$ cat config.mk
export PLATFORM = sky130hd
export DESIGN_NAME = mips_pipe_ctrl
export DESIGN_NICKNAME = d
export VERILOG_FILES = /design/src/rtl/mips_pipe_pkg.sv /design/src/rtl/mips_ctrl_stage_reg.sv /design/src/rtl/mips_pipe_ctrl.sv
export SDC_FILE = /design/constraint.sdc
export NUM_CORES = 1
export LEC_CHECK = 0
export ABC_AREA = 1
export CORE_ASPECT_RATIO = 0.75
export CORE_MARGIN = 10
export CORE_UTILIZATION = 45
export CTS_CLUSTER_DIAMETER = 100
export DETAILED_ROUTE_END_ITERATION = 8
export GPL_TIMING_DRIVEN = 0
export PLACE_DENSITY = 0.7
export SYNTH_ARGS = -nofsm -noshare
export SYNTH_HDL_FRONTEND = slang
export SYNTH_SLANG_ARGS = --single-unit
export TNS_END_PERCENT = 20
$ cat constraint.sdc
create_clock -name clk -period 1.6 [get_ports clk]
set_input_delay 0.32 -clock clk [delete_from_list [all_inputs] [get_ports clk]]
set_output_delay 0.32 -clock clk [all_outputs]
set_load 0.05 [all_outputs]
$ cat src/rtl/mips_pipe_pkg.sv
// Shared types and helpers for the MIPS pipeline control slice:
// forwarding select codes, ALU_OP encodings and the per-stage control bundle.
package mips_pipe_pkg;

  localparam int unsigned CTRL_ADDR_W  = 5;
  localparam int unsigned CTRL_ALUOP_W = 2;

  localparam logic [1:0] FWD_REG = 2'b00;
  localparam logic [1:0] FWD_WB  = 2'b01;
  localparam logic [1:0] FWD_MEM = 2'b10;

  typedef enum logic [CTRL_ALUOP_W-1:0] {
    ALUOP_ADD   = 2'b00,
    ALUOP_SUB   = 2'b01,
    ALUOP_FUNCT = 2'b10
  } alu_op_e;

  typedef struct packed {
    logic                    valid;
    logic                    write_reg;
    logic                    mem_to_reg;
    logic                    branch;
    logic                    read_mem;
    logic                    write_mem;
    logic                    alu_src;
    logic [CTRL_ALUOP_W-1:0] alu_op;
    logic [CTRL_ADDR_W-1:0]  rs;
    logic [CTRL_ADDR_W-1:0]  rt;
    logic [CTRL_ADDR_W-1:0]  wr_addr;
  } ctrl_t;

  // A live stage that will write a non-zero register equal to addr.
  function automatic logic writes_to(input ctrl_t s, input logic [CTRL_ADDR_W-1:0] addr);
    return s.valid & s.write_reg & (s.wr_addr != '0) & (s.wr_addr == addr);
  endfunction

  // RAW dependency of the ID instruction on a stage.
  function automatic logic raw_hit(input ctrl_t s,
                                   input logic [CTRL_ADDR_W-1:0] rs,
                                   input logic [CTRL_ADDR_W-1:0] rt,
                                   input logic uses_rt);
    return writes_to(s, rs) | (uses_rt & writes_to(s, rt));
  endfunction

endpackage

$ cat src/rtl/mips_ctrl_stage_reg.sv
// One pipeline control register; a bubble loads an all-zero, side-effect-free bundle.
module mips_ctrl_stage_reg
  import mips_pipe_pkg::*;
(
  input  logic  clk,
  input  logic  rst,
  input  logic  bubble_i,
  input  ctrl_t d_i,
  output ctrl_t q_o
);

  ctrl_t stage_q;
  ctrl_t stage_d;

  always_comb begin
    stage_d = d_i;
    if (bubble_i) stage_d = '0;
  end

  always_ff @(posedge clk or negedge rst) begin
    if (!rst) stage_q <= '0;
    else      stage_q <= stage_d;
  end

  assign q_o = stage_q;

endmodule

$ cat src/rtl/mips_pipe_ctrl.sv
// Pipeline control for the 5-stage MIPS datapath: carries decoded control
// ID->EX->MEM->WB, detects hazards, drives forwarding, stall, flush and event counters.
module mips_pipe_ctrl
  import mips_pipe_pkg::*;
#(
  parameter int unsigned REG_ADDR_W = CTRL_ADDR_W,
  parameter int unsigned ALUOP_W    = CTRL_ALUOP_W,
  parameter int unsigned FWD_EN     = 1,
  parameter int unsigned CNT_W      = 16
) (
  input  logic                  clk,
  input  logic                  rst,
  input  logic                  id_valid,
  input  logic                  id_write_reg,
  input  logic                  id_mem_to_reg,
  input  logic                  id_branch,
  input  logic                  id_read_mem,
  input  logic                  id_write_mem,
  input  logic                  id_dst_reg,
  input  logic                  id_alu_src,
  input  logic [ALUOP_W-1:0]    id_alu_op,
  input  logic [REG_ADDR_W-1:0] id_rs,
  input  logic [REG_ADDR_W-1:0] id_rt,
  input  logic [REG_ADDR_W-1:0] id_rd,
  input  logic                  ex_zero,
  output logic                  ex_alu_src,
  output logic [ALUOP_W-1:0]    ex_alu_op,
  output logic                  mem_read_mem,
  output logic                  mem_write_mem,
  output logic                  wb_write_reg,
  output logic                  wb_mem_to_reg,
  output logic [REG_ADDR_W-1:0] ex_wr_addr,
  output logic [REG_ADDR_W-1:0] mem_wr_addr,
  output logic [REG_ADDR_W-1:0] wb_wr_addr,
  output logic [1:0]            fwd_a,
  output logic [1:0]            fwd_b,
  output logic                  stall,
  output logic                  flush,
  output logic                  pc_src,
  output logic [CNT_W-1:0]      stall_cnt,
  output logic [CNT_W-1:0]      flush_cnt
);

  ctrl_t id_d;
  ctrl_t ex_q;
  ctrl_t mem_q;
  ctrl_t wb_q;

  logic             mem_zero_q;
  logic [CNT_W-1:0] stall_cnt_q, stall_cnt_d;
  logic [CNT_W-1:0] flush_cnt_q, flush_cnt_d;

  logic                   uses_rt;
  logic                   hazard;
  logic [CTRL_ADDR_W-1:0] id_rs_w;
  logic [CTRL_ADDR_W-1:0] id_rt_w;

  // Destination register is resolved here so later stages carry only wr_addr.
  always_comb begin
    id_d            = '0;
    id_d.valid      = id_valid;
    id_d.write_reg  = id_write_reg;
    id_d.mem_to_reg = id_mem_to_reg;
    id_d.branch     = id_branch;
    id_d.read_mem   = id_read_mem;
    id_d.write_mem  = id_write_mem;
    id_d.alu_src    = id_alu_src;
    id_d.alu_op     = CTRL_ALUOP_W'(id_alu_op);
    id_d.rs         = id_rs_w;
    id_d.rt         = id_rt_w;
    id_d.wr_addr    = id_dst_reg ? CTRL_ADDR_W'(id_rd) : id_rt_w;
  end

  assign id_rs_w = CTRL_ADDR_W'(id_rs);
  assign id_rt_w = CTRL_ADDR_W'(id_rt);

  mips_ctrl_stage_reg u_ex_reg (
    .clk      (clk),
    .rst      (rst),
    .bubble_i (stall | flush),
    .d_i      (id_d),
    .q_o      (ex_q)
  );

  mips_ctrl_stage_reg u_mem_reg (
    .clk      (clk),
    .rst      (rst),
    .bubble_i (flush),
    .d_i      (ex_q),
    .q_o      (mem_q)
  );

  mips_ctrl_stage_reg u_wb_reg (
    .clk      (clk),
    .rst      (rst),
    .bubble_i (1'b0),
    .d_i      (mem_q),
    .q_o      (wb_q)
  );

  // Branch resolves in MEM; the taken branch itself still retires.
  assign pc_src = mem_q.valid & mem_q.branch & mem_zero_q;
  assign flush  = pc_src;

  assign uses_rt = ~id_alu_src | id_write_mem;
  assign stall   = id_valid & ~flush & hazard;

  if (FWD_EN != 0) begin : g_fwd
    function automatic logic [1:0] fwd_sel(input logic [CTRL_ADDR_W-1:0] src);
      if (writes_to(mem_q, src) && !mem_q.read_mem) return FWD_MEM;
      if (writes_to(wb_q, src))                     return FWD_WB;
      return FWD_REG;
    endfunction

    // Only a load in EX cannot be forwarded in time.
    assign hazard = raw_hit(ex_q, id_rs_w, id_rt_w, uses_rt) & ex_q.read_mem;

    always_comb begin
      fwd_a = fwd_sel(ex_q.rs);
      fwd_b = fwd_sel(ex_q.rt);
    end
  end else begin : g_stall_only
    // Register file is write-first, so a WB producer never needs a stall.
    assign hazard = raw_hit(ex_q, id_rs_w, id_rt_w, uses_rt)
                  | raw_hit(mem_q, id_rs_w, id_rt_w, uses_rt);
    assign fwd_a  = FWD_REG;
    assign fwd_b  = FWD_REG;
  end

  // Saturating event counters.
  always_comb begin
    stall_cnt_d = stall_cnt_q;
    flush_cnt_d = flush_cnt_q;
    if (stall && (stall_cnt_q != '1)) stall_cnt_d = stall_cnt_q + CNT_W'(1);
    if (flush && (flush_cnt_q != '1)) flush_cnt_d = flush_cnt_q + CNT_W'(1);
  end

  always_ff @(posedge clk or negedge rst) begin
    if (!rst) begin
      mem_zero_q  <= 1'b0;
      stall_cnt_q <= '0;
      flush_cnt_q <= '0;
    end else begin
      mem_zero_q  <= ex_zero;
      stall_cnt_q <= stall_cnt_d;
      flush_cnt_q <= flush_cnt_d;
    end
  end

  assign stall_cnt = stall_cnt_q;
  assign flush_cnt = flush_cnt_q;

  // Stage fields are only meaningful while the stage holds a real instruction.
  assign ex_alu_src    = ex_q.valid & ex_q.alu_src;
  assign ex_alu_op     = ex_q.valid ? ALUOP_W'(ex_q.alu_op) : '0;
  assign ex_wr_addr    = ex_q.valid ? REG_ADDR_W'(ex_q.wr_addr) : '0;
  assign mem_read_mem  = mem_q.valid & mem_q.read_mem;
  assign mem_write_mem = mem_q.valid & mem_q.write_mem;
  assign mem_wr_addr   = mem_q.valid ? REG_ADDR_W'(mem_q.wr_addr) : '0;
  assign wb_write_reg  = wb_q.valid & wb_q.write_reg;
  assign wb_mem_to_reg = wb_q.valid & wb_q.mem_to_reg;
  assign wb_wr_addr    = wb_q.valid ? REG_ADDR_W'(wb_q.wr_addr) : '0;

  logic unused_wb;
  assign unused_wb = ^wb_q;

endmodule

==> flow_summary.json <==
{
  "status": "finished, violations left",
  "violations": "negative setup slack",
  "fin_crit_sh": 1.21,
  "drc": 0,
  "power_frac_clock": 0.388,
  "setup_tns_ns": -2.18,
  "ios": 89,
  "syn-num-nets": 587,
  "die_y_um": 103,
  "synth_flop_cell": "dfrtp_1",
  "dp.cells": 757,
  "insertion_delay_ns": 0.32,
  "cts.reportedPaths.clkPinSlew_ns": 0.06,
  "max_freq_mhz": 517,
  "reg2reg_depth": 11,
  "htree_levels": 3,
  "ys_ff_latch": 76,
  "yosysTopAreaCellShare": 0.460,
  "irDropWorstVdd_v": 0.000579,
  "pwr-share-comb": 0.221,
  "yosysWarnings": 0,
  "worst_pin_slew_ns": 0.497,
  "worst_slack_ns": -0.333,
  "hold_viol_final": 0,
  "final_core_util": 0.661,
  "synth_common_cells": "188 x nand2_1, 86 x inv_1, 76 x dfrtp_1",
  "postSynth.asyncResetShare": 1.00,
  "cts_buffers": 9,
  "p_total_mw": 5.81,
  "num_vias": 3909,
  "drt-total-wl_um": 11900,
  "setup_viol": 20,
  "antenna_found_initial": 0,
  "rows": 30,
  "p_per_area_nw_per_um2": 975,
  "yosys.area.top_type": "dfrtp_1",
  "first_pass_iters": 4,
  "synth_seq_area_share": 0.460,
  "ys_top_cells_by_area": "dfrtp_1 46%, nand2_1 17%, inv_1 7.8%",
  "globalplace.congestion": 0.906,
  "dp_hpwl_um": 8340,
  "drtIter0Drc": 276,
  "root_buffer": "clkbuf_16",
  "synthToLayoutAreaGrowth_pct": 44.2,
  "viasPerCell": 4.88,
  "p_leak_nw": 3.04,
  "maxCapViolCount": 0,
  "critical_path_class": "reg -> out",
  "synth_area_sq_um": 4130,
  "hold_end": "u_ex_reg.q_o[6]",
  "core_area_sq_um": 9010,
  "fin_cells": 801,
  "netSwitchingFraction": 0.301,
  "seqPwrFrac": 0.390,
  "grt_overflow": 0,
  "synth-edff-count": 0,
  "grt_pass1_wl_um": 18900,
  "numClockSinks": 76,
  "rrSetupSlack_ns": -0.07,
  "fillers": 782,
  "grt_pass1_vias": 3914,
  "multiInputGateArea_sq_um": 2010,
  "relSlewSlack": 0.666,
  "synthDistinctLibCells": 26,
  "ant_nets": 0,
  "ff_latch_area_sq_um": 1940,
  "wl_per_cell_um": 14.9,
  "crit_path_start_kind": "register",
  "power_switching_mw": 1.75,
  "drive_gt1_frac": 0.296,
  "dieWidth_um": 131,
  "cp.required_ns": 1.28,
  "cts_tree": "done",
  "synth_most_common_cell": "nand2_1",
  "num_antenna_cells": 0,
  "p_int_mw": 4.06,
  "grt_setup_unrepaired": "true",
  "clockBufferDepth": 2,
  "fin_nets": 715,
  "reg2reg_to": "stall_cnt[4]",
  "synth_cells": 557,
  "endpoint_kind": "primary output",
  "port_buffers": 87,
  "cp_data_arrival_time_ns": 1.61,
  "crit_fanout": 4,
  "drv_slew": 0,
  "fin_skew_ns": 0.00622,
  "min_path_type": "in -> reg",
  "avgSynthCellArea_sq_um": 7.42,
  "rr_startpoint": "u_ex_reg.q_o[1]",
  "hold_start": "id_rt[1]",
  "track_usage": 0.175,
  "grt_max_degree": 48,
  "start_util": 0.459,
  "hold_depth": 3,
  "period_minus_slack_ns": 1.93,
  "dieArea_sq_um": 13500
}
==> cell families (layout without fill, tap and decap cells) <==
| logic type | Yosys count | count (layout) | synth area share |
|---|---|---|---|
| buffers and inverters | 103 | 235 | 0.105 |
| AOI/OAI and AO/OA | 14 | 14 | 0.0170 |
| DFF | 76 | 76 | 0.460 |
| adders and majority gates | 2 | 2 | 0.00605 |
| and+or+nand+nor | 335 | 335 | 0.354 |
| xor gates and xnor gates | 27 | 27 | 0.0572 |
==> sequential cells by signal, indices dropped and copies added, names as in the netlist <==
register / count
u_wb_reg.q_o: 8
u_ex_reg.q_o: 24
mem_zero_q: 1
u_mem_reg.q_o: 11
stall_cnt: 16
flush_cnt: 16
==> cell usage in the layout (no fill, tap or decap), types with 7 or more instances in the layout <==
cell type        synthesis  routed
nand2_1                188     182
inv_1                   86      76
nor2_1                  69      60
dfrtp_1                 76      44
dfrtp_2                  0      32
buf_4                    4      26
nand4_1                 25      25
clkdlybuf4s50_1          0      21
buf_6                    4      17
clkbuf_2                 0      17
nand3_1                 24      15
xnor2_1                 15      13
buf_2                    3      13
xor2_1                  12      12
inv_2                    4      10
clkbuf_16                0      10
clkdlybuf4s15_2          0      10
nand3_2                  1       9
buf_8                    0       9
o21ai_0                  9       9
nand2_2                  5       7
==> through the flow <==
step                cell area (sq um)  setup WS, ns  hold WS [ns]
detailed placement               5300         -1.17         0.285
global route                     5960        -0.438         0.304
global placement                 5270         -2.74         0.333
CTS                              5790        -0.323         0.355
floorplan                        4260       -0.0673        0.0244
finish                           5960        -0.333         0.297
==> per-layer routing <==
| metal | share of wire | wire [um] | GRT usage |
|---|---|---|---|
| met1 | 0.42 | 4940 | 0.211 |
| met2 | 0.52 | 6150 | 0.297 |
| met3 | 0.054 | 638 | 0.0432 |
| met4 | 0.014 | 171 | 0.0614 |
| met5 | 0 | 0 | 0 |
==> worst max-delay path: stages, from the launching register on <==
cell and delay (ns):
dfrtp_2 0.45, xnor2_1 0.25, nand4_1 0.18, nor2_4 0.20, nor3_4 0.06, buf_6 0.15
==> what timing repair did <==
| item | in CTS | in global routing |
|---|---|---|
| endpoints found under the hold margin | 29 | 0 |
| hold buffers | 1 | 0 |
| gates cloned | 0 | 1 |
| setup endpoints to repair | 111 | 87 |
| buffers inserted | 16 | 13 |
| pin swaps | 17 | 12 |
| resized for setup | 255 | 86 |
==> how the worst max path moves through the flow <==
stage                           from            to  slack (ns)  depth (start not counted)
global route        u_mem_reg.q_o[2]      fwd_a[0]       -0.44                          8
floorplan               flush_cnt[1]  flush_cnt[7]       -0.07                          9
CTS                  u_wb_reg.q_o[4]      fwd_b[0]       -0.32                          6
global placement                 rst  flush_cnt[2]       -2.74                          1
detailed placement          id_rs[4]         stall       -1.17                         10
finish              u_mem_reg.q_o[2]      fwd_a[0]       -0.33                          5
==> power groups by stage <==
stage	Clock, mW	Combinational, mW	Sequential, mW
3_5_place_dp	0	1.18	2.29
2_1_floorplan	0	0.573	2.44
3_3_place_gp	0	1.14	2.29
4_1_cts	2.30	1.22	2.25
6_report	2.26	1.29	2.27
5_1_grt	2.37	1.39	2.29
==> area by class of cell <==
cell class,instances,share of cell area
Buffer,13,0.0227
Timing Repair Buffer,117,0.175
Inverter,90,0.0592
Tap cell,112,0.0235
Multi-Input combinational cell,378,0.338
Clock buffer,10,0.0384
Clock inverter,5,0.0172
Sequential cell,76,0.326
Power figures use the tool's default switching activity.
